==> config.mk <==
export PLATFORM = sky130hd
export DESIGN_NAME = digit_stream_ctrl
export DESIGN_NICKNAME = d
export VERILOG_FILES = /design/src/rtl/digit_stream_ctrl.sv
export SDC_FILE = /design/constraint.sdc
export NUM_CORES = 1
export LEC_CHECK = 0
export BUFFER_PORTS_ARGS = -buffer_cell sky130_fd_sc_hd__buf_4
export CAP_MARGIN = 20
export CORE_UTILIZATION = 35
export CTS_BUF_LIST = sky130_fd_sc_hd__clkbuf_8 sky130_fd_sc_hd__clkbuf_16
export DETAILED_ROUTE_END_ITERATION = 6
export GPL_TIMING_DRIVEN = 0
export SLEW_MARGIN = 25
export SYNTH_ARGS = -nofsm -noshare
export SYNTH_HDL_FRONTEND = slang
export SYNTH_SLANG_ARGS = --single-unit
==> constraint.sdc <==
create_clock -name clk -period 3.04 [get_ports clk]
set_input_delay 0 -clock clk [delete_from_list [all_inputs] [get_ports clk]]
set_output_delay 0 -clock clk [all_outputs]
set_load 0.01 [all_outputs]
==> src/rtl/digit_stream_ctrl.sv <==
`default_nettype none
// ============================================================================
// Module   : digit_stream_ctrl
// Brief    : Serial binary-to-BCD conversion, then glyph-ROM byte streaming
//            MS digit first over a valid/ready handshake.
// Revision : 1.0 - initial release
// ============================================================================
module digit_stream_ctrl #(
    parameter int VALUE_W     = 14,
    parameter int NUM_DIGITS  = 4,
    parameter int GLYPH_BYTES = 135,
    parameter bit LEAD_BLANK  = 1'b1,
    localparam int c_dig_w    = (NUM_DIGITS > 1) ? $clog2(NUM_DIGITS) : 1
) (
    input  logic               clk,
    input  logic               rst_n,
    input  logic               start,
    input  logic [VALUE_W-1:0] value,
    output logic               busy,
    output logic               done,
    output logic               overflow,
    output logic [3:0]         rom_number,
    output logic [7:0]         rom_addr,
    input  logic [7:0]         rom_data,
    output logic [7:0]         out_data,
    output logic               out_valid,
    input  logic               out_ready,
    output logic               out_first,
    output logic               out_last,
    output logic [c_dig_w-1:0] digit_idx
);

    localparam int c_bcd_w = 4 * NUM_DIGITS;
    localparam int c_cnt_w = $clog2(VALUE_W + 1);
    localparam int c_max_int = 10 ** NUM_DIGITS - 1;
    localparam logic [VALUE_W:0]     c_max_val   = c_max_int[VALUE_W:0];
    localparam logic [7:0]           c_last_addr = 8'(GLYPH_BYTES - 1);
    localparam logic [c_dig_w-1:0]   c_last_dig  = c_dig_w'(NUM_DIGITS - 1);
    localparam logic [c_cnt_w-1:0]   c_cnt_end   = c_cnt_w'(VALUE_W);

    localparam logic [2:0] c_idle   = 3'd0;
    localparam logic [2:0] c_conv   = 3'd1;
    localparam logic [2:0] c_load   = 3'd2;
    localparam logic [2:0] c_stream = 3'd3;
    localparam logic [2:0] c_done   = 3'd4;

    logic [2:0]         r_state;
    logic [2:0]         w_next_state;
    logic [VALUE_W-1:0] r_bin;
    logic [c_bcd_w-1:0] r_bcd;
    logic [c_bcd_w-1:0] w_bcd_adj;
    logic [c_cnt_w-1:0] r_cnt;
    logic               r_ovf;
    logic [7:0]         r_addr;
    logic [c_dig_w-1:0] r_dig;
    logic [c_dig_w-1:0] w_next_dig;
    logic [c_dig_w-1:0] w_rom_dig;
    logic               w_stream;
    logic               w_accept;
    logic               w_wrap;
    logic               w_lead;
    logic [3:0]         w_digit [NUM_DIGITS];
    logic [3:0]         w_code  [NUM_DIGITS];

    assign w_stream   = (r_state == c_stream);
    assign w_accept   = w_stream && out_ready;
    assign w_wrap     = (r_addr == c_last_addr);
    assign w_next_dig = (r_dig == c_last_dig) ? '0 : r_dig + c_dig_w'(1);
    assign w_rom_dig  = (w_accept && w_wrap) ? w_next_dig : r_dig;

    always_ff @(posedge clk or negedge rst_n) begin
        if (!rst_n) begin
            r_state <= c_idle;
        end else begin
            r_state <= w_next_state;
        end
    end

    always_comb begin
        w_next_state = r_state;
        case (r_state)
            c_idle:   if (start) w_next_state = c_conv;
            c_conv:   if (r_cnt == c_cnt_end) w_next_state = c_load;
            c_load:   w_next_state = c_stream;
            c_stream: if (w_accept && w_wrap && (r_dig == c_last_dig)) w_next_state = c_done;
            c_done:   w_next_state = c_idle;
            default:  w_next_state = c_idle;
        endcase
    end

    always_comb begin
        busy       = (r_state != c_idle);
        done       = (r_state == c_done);
        overflow   = r_ovf;
        out_valid  = w_stream;
        out_data   = w_stream ? rom_data : 8'd0;
        out_first  = w_stream && (r_dig == '0) && (r_addr == 8'd0);
        out_last   = w_stream && (r_dig == c_last_dig) && w_wrap;
        digit_idx  = r_dig;
        rom_addr   = w_accept ? (w_wrap ? 8'd0 : r_addr + 8'd1) : r_addr;
        rom_number = ((r_state == c_load) || w_stream) ? w_code[w_rom_dig] : 4'd0;
    end

    always_comb begin
        w_bcd_adj = r_bcd;
        for (int i = 0; i < NUM_DIGITS; i++) begin
            if (r_bcd[i*4 +: 4] >= 4'd5) w_bcd_adj[i*4 +: 4] = r_bcd[i*4 +: 4] + 4'd3;
        end
    end

    // Digit 0 is the MS digit; a digit blanks only while every digit above it is zero.
    always_comb begin
        w_lead = 1'b1;
        for (int i = 0; i < NUM_DIGITS; i++) begin
            w_digit[i] = r_ovf ? 4'd9 : r_bcd[(NUM_DIGITS-1-i)*4 +: 4];
            w_lead     = w_lead && (w_digit[i] == 4'd0);
            w_code[i]  = (LEAD_BLANK && w_lead && (i != NUM_DIGITS - 1)) ? 4'hF : w_digit[i];
        end
    end

    // Conversion cycle 0 range-checks the captured value; the rest are shift+add-3 steps.
    always_ff @(posedge clk or negedge rst_n) begin
        if (!rst_n) begin
            r_bin <= '0;
            r_bcd <= '0;
            r_cnt <= '0;
            r_ovf <= 1'b0;
        end else begin
            case (r_state)
                c_idle: begin
                    if (start) begin
                        r_bin <= value;
                        r_bcd <= '0;
                        r_cnt <= '0;
                        r_ovf <= 1'b0;
                    end
                end
                c_conv: begin
                    r_cnt <= r_cnt + c_cnt_w'(1);
                    if (r_cnt == '0) begin
                        r_ovf <= ({1'b0, r_bin} > c_max_val);
                    end else begin
                        r_bcd <= {w_bcd_adj[c_bcd_w-2:0], r_bin[VALUE_W-1]};
                        r_bin <= {r_bin[VALUE_W-2:0], 1'b0};
                        // A bit leaving the top digit also means the value did not fit.
                        r_ovf <= r_ovf | w_bcd_adj[c_bcd_w-1];
                    end
                end
                default: ;
            endcase
        end
    end

    // Address of the byte currently on rom_data; it only advances on accept.
    always_ff @(posedge clk or negedge rst_n) begin
        if (!rst_n) begin
            r_addr <= 8'd0;
            r_dig  <= '0;
        end else if (w_accept) begin
            if (w_wrap) begin
                r_addr <= 8'd0;
                r_dig  <= w_next_dig;
            end else begin
                r_addr <= r_addr + 8'd1;
            end
        end
    end

endmodule
`default_nettype wire

* Word level (Yosys, flattened, before mapping)
Cells that the tools add are included.
** Cells by class
- $add $sub $neg :: 7
- $lt $le $gt $ge :: 6
- Eq/ne operators :: 11
- Muxes and demuxes :: 35
- Bitwise logic cells :: 2
- Reductions and logical operators :: 23
** Operator list (count)
- $mux 4 :: 15
- $mux 16 :: 2
- $pmux 16 s2 :: 1
- $mux 14 :: 2
- $pmux 14 s2 :: 1
- $mux 8 :: 3
- $add 4x2->4 const B :: 4
- $ge 4x3->1 const B :: 4
- $logic_not 4->1 :: 4
- $gt 14x14->1 const B :: 1
- $pmux 3 s4 :: 1
- $logic_and 1x1->1 :: 9
- $mux 3 :: 3
- $add 8x1->8 const B :: 1
- $bmux 4 s2 :: 1
- $eq 8x8->1 const B :: 1
- $logic_not 8->1 :: 1
- $pmux 4 s2 :: 1
- $eq 3x2->1 const B :: 2
- $ne 2x2->1 const B :: 3
- $reduce_and 3->1 :: 2
- $add 4x1->4 const B :: 1
- $eq 4x4->1 const B :: 1
- $mux 2 :: 2
- other kinds (16) :: 18
** Storage, ports and cells
- Register bits :: 48

* Logic depth before layout (Yosys ltp)
- Depth in word-level cells :: 9
- Gate-level depth with buffers :: 8

* Worst setup path after synthesis
OpenSTA, ideal clock, no wires.
- Path type :: register -> output
- Start :: reg r_addr[3]
- End :: out rom_number[3]
- Arrival :: 1954 ps
- Required time :: 3040 ps
- Path slack :: 1086 ps
- Stages on the path, launching flop included :: 6
- Buffers on the path :: 0
- Path through :: dfrtp_1 or4_4 nor3_2 mux2_2 and2_1 a32o_1
** On the way
- Word-level cells in the longest chain between the ends :: 8
** RTL lines
- start: declaration :: line 54 : logic [7:0] r_addr;
- start signal: assignment :: line 164 : r_addr <= r_addr + 8'd1;
- $eq 8x8->1 :: line 67 : assign w_wrap = (r_addr == c_last_addr);
- $logic_and 1x1->1 :: line 69 : assign w_rom_dig = (w_accept && w_wrap) ? w_next_dig : r_dig;
- $mux 2 :: line 69
- $not 2->3 (implied by the code) :: line 101 : rom_number = ((r_state == c_load) || w_stream) ? w_code[w_rom_dig] : 4'd0;
- $bmux 4 s2 :: line 101
- $mux 4 (implied by the code) (2 in a row) :: line 101
- $mux 4 :: line 101
- end: declaration :: line 22 : output logic [3:0] rom_number,
No other way between the ends. The select of a mux whose other input is x is not followed.

* Final worst setup path
- Start :: reg r_addr[3]
- End :: out rom_number[2]
The elaborated chain is that of the path after synthesis.

==> Implementation_results.wiki <==
{| class="wikitable"
! Metric !! Value
|-
| Maximum clock rate || 363.5 MHz
|-
| Post-cts hold buffer count || 17
|-
| Critical path class || register to primary output
|-
| Count of cell types in the netlist || 53
|-
| Critical path's slowest cell || nor4_1
|-
| Area growth from synthesis to final layout || 28.62%
|-
| Global-route wire length before repair || 12.09 mm
|-
| Ys async rst share || 1.000
|-
| Maximum number of pins on one net before global-route repair || 49
|-
| Met1 routed wirelength after detailed routing || 3.653 mm
|-
| Die Footprint || 0.008687 mm²
|-
| Power density normalized to cell area || 422.3 mW/mm²
|-
| Synthesized area || 0.002912 mm²
|-
| Root buffer cell || clkbuf_8
|-
| Fraction of the yosys area taken by sequential cells || 0.4125
|-
| Core region area || 0.007888 mm²
|-
| H-tree levels || 2
|-
| Non-filler instance count after layout || 502
|-
| Drt pass-1 iters || 4
|-
| Register-to-Register Setup Slack || 760 ps
|-
| Synthesized netlist cell count || 322
|-
| Ordered list of cells on the worst path || nor4_1 -> nand4_1 -> a21oi_1 -> o21ai_0 -> a32o_1 -> buf_4
|-
| Number of antenna violations at the first check in global routing || 0
|-
| Critical Path Start Type || register
|-
| EDFF count, synth || 0
|-
| Number of cells on the worst reg-to-reg path || 7
|-
| Primary FF master, synth || dfrtp_1
|-
| Post-cts gate resize count || 0
|-
| Critical path's top delay family || simple AND/OR/NAND/NOR gates
|-
| Number of buffers added on ports || 53
|-
| Required time reported for the critical path endpoint || 3040 ps
|-
| Top cells by area in the synthesized netlist || dfrtp_1 (41%), ha_1 (6.9%), nand2_1 (5.8%), o21ai_0 (4.1%), nor2_1 (3.4%)
|-
| Number of warnings issued by yosys || 0
|-
| Status || finished clean
|-
| Most frequent cell after synthesis || dfrtp_1
|-
| Leak || 0.001710 µW
|-
| Initial core utilization || 0.3691
|-
| Max Cap Viol || 0
|-
| Routed met2 length || 3.221 mm
|-
| Synthesis-stage register bit count || 48
|-
| Detailed-route wire length || 7.334 mm
|-
| Antenna cell count || 0
|-
| Clk_skew || 9.228 ps
|-
| Maximum fanout along the worst path || 6
|-
| Avg Inst Size Synth || 9.042 µm²
|-
| Fin nets || 441
|-
| Via total after detailed routing || 2638
|-
| Net Count, Synth || 364
|-
| Proportion of layout cells with a drive suffix above 1 || 0.2025
|-
| Placer congestion estimate || 0.8363
|-
| Leading cell types by count after synthesis || dfrtp_1 (48), nand2_1 (45), nor2_1 (26)
|-
| Max VDD drop || 0.1936 mV
|-
| Floorplan die height || 93.21 µm
|-
| Crit path DAT || 2750 ps
|-
| Portion of the clock cycle consumed by the worst path in the final layout || 0.9049
|-
| All-Layer GR Usage || 0.1767
|-
| Setup Buffers After CTS || 0
|-
| Number of max-slew violations in the final report || 0
|-
| Starting DRC count in detailed routing || 140
|-
| Number of rows created at floorplan || 32
|-
| Endpoint kind of the worst setup timing path || primary output
|-
| Total CTS buffers || 5
|-
| Number of gates on the worst path with buffers counted || 6
|-
| Worst hold path type || input port to asynchronous set/reset pin
|-
| HPWL after DPL || 5.236 mm
|-
| Num ports || 54
|-
| Largest buffer count on any clock path || 2
|-
| Detail-routed via count per cell || 5.255
|-
| Transition time at the pin with the least slew margin || 767.5 ps
|-
| Worst slew margin relative to its limit || 0.4865
|-
| Highest cell delay on the worst timing path || 600 ps
|-
| Minimum clock period after layout || 2751 ps
|-
| Number of nets still failing antenna checks after routing || 0
|-
| Clock Sinks || 48
|-
| Cell accounting for the most synthesized area || dfrtp_1
|-
| Met3 wire len || 385 µm
|-
| Clock-pin slew of the registers on the worst-case setup and hold paths || 100 ps
|-
| Horizontal extent of the die || 93.21 µm
|-
| Fin. Hold Viols || 0
|-
| Placed insts || 477
|-
| Count of unresolved DRC violations after routing || 0
|-
| # setup viols final || 0
|-
| Setup_tns || 0 ps
|-
| TritonCTS clock tree || yes
|-
| Worst Hold Slack || 253.5 ps
|-
| Portion of synthesized cell area occupied by the leading cell type || 0.4125
|-
| GR Overflow Total || 0
|-
| Top layer reached by signal wires || met4
|-
| Crit path buf inv count || 1
|-
| Wire length per cell after detailed routing || 14.61 µm
|-
| Skew-Pair Late Insertion Delay || 310 ps
|-
| RSZ-0062 raised after global routing || no
|-
| Number of global-route vias before repair || 2443
|}
==> where the power goes <==
group          internal (µW)  switching [µW]  total (µW)
clock                    332             240         572
sequential               672            48.1         720
combinational            148             141         290
==> path summary, 6_finish.rpt <==
| path | startpoint | endpoint |
|---|---|---|
| worst max-delay path | r_addr[3] | rom_number[2] |
| worst min-delay path | rst_n | r_addr[2] |
| worst max register to register | r_state[1] | r_bcd[8] |
| worst min register to register | r_bin[0] | r_bin[0] |
| max in group asynchronous | rst_n | r_bcd[6] |
| min in group clk | rom_data[2] | out_data[2] |
==> registers in the layout, indices dropped and copies added (netlist names) <==
signal     flops
digit_idx      2
r_bcd         16
r_state        3
overflow       1
r_addr         8
r_cnt          4
r_bin         14
==> cells in the final DEF (no fill, tap or decap), types with 3 or more instances in the layout <==
cell	instances
nand2b_1	6
xor2_1	6
xnor2_1	7
nor2_1	26
clkbuf_8	6
a22o_1	6
nand4_1	5
nand3_1	7
nor2b_1	3
a31oi_1	14
nor3_1	3
nor4_1	5
a21oi_1	6
and2_1	4
o32ai_1	3
o31ai_1	5
buf_4	55
inv_1	18
buf_2	4
clkbuf_1	7
o22ai_1	5
ha_1	16
a32o_1	7
o21ai_0	24
dlygate4sd3_1	17
and3_1	10
dfrtp_1	48
nand2_1	45
==> metal layers <==
| metal | GRT usage | up-vias |
|---|---|---|
| met2 | 0.2684 | 77 |
| met4 | 0.04872 | 0 |
| met1 | 0.2553 | 1245 |
| met5 | 0 | - |
| li1 | - | 1310 |
| met3 | 0.03415 | 6 |
==> cell families (layout without fill, tap and decap cells) <==
group / count (synthesis) / count (layout) / synth area share
adder cells (fa/ha/maj): 16 / 16 / 0.06876
flip-flops: 48 / 48 / 0.4125
XOR/XNOR: 13 / 13 / 0.03911
AO/OA/AOI/OAI: 81 / 81 / 0.1955
AND/OR/NAND/NOR: 130 / 130 / 0.2278
buffers and inverters: 32 / 110 / 0.04899
multiplexers: 2 / 2 / 0.007305
==> area by class of cell <==
cell class	count	area, µm²
buffer	14	75.07
clock buffer	5	68.82
clock inverter	3	68.82
fill	771	4143
inverter	18	67.56
multi-input combinational	242	1568
sequential	48	1201
tap	102	127.6
timing repair buffer	70	568.0
==> stage by stage <==
stage | power [µW] | area, µm² | util | worst slack (ps)
after floorplan | 864.6 | 2912 | - | 1086
after global placement | 1002 | 3437 | 0.4358 | 701.9
after detailed placement | 1002 | 3437 | 0.4358 | 720.7
after CTS | 1596 | 3745 | 0.4748 | 430.6
after global routing | 1660 | 3745 | 0.4748 | 137.3
final | 1582 | 3745 | 0.4748 | 289.3
Note: power is estimated with default switching activity, not from simulation.
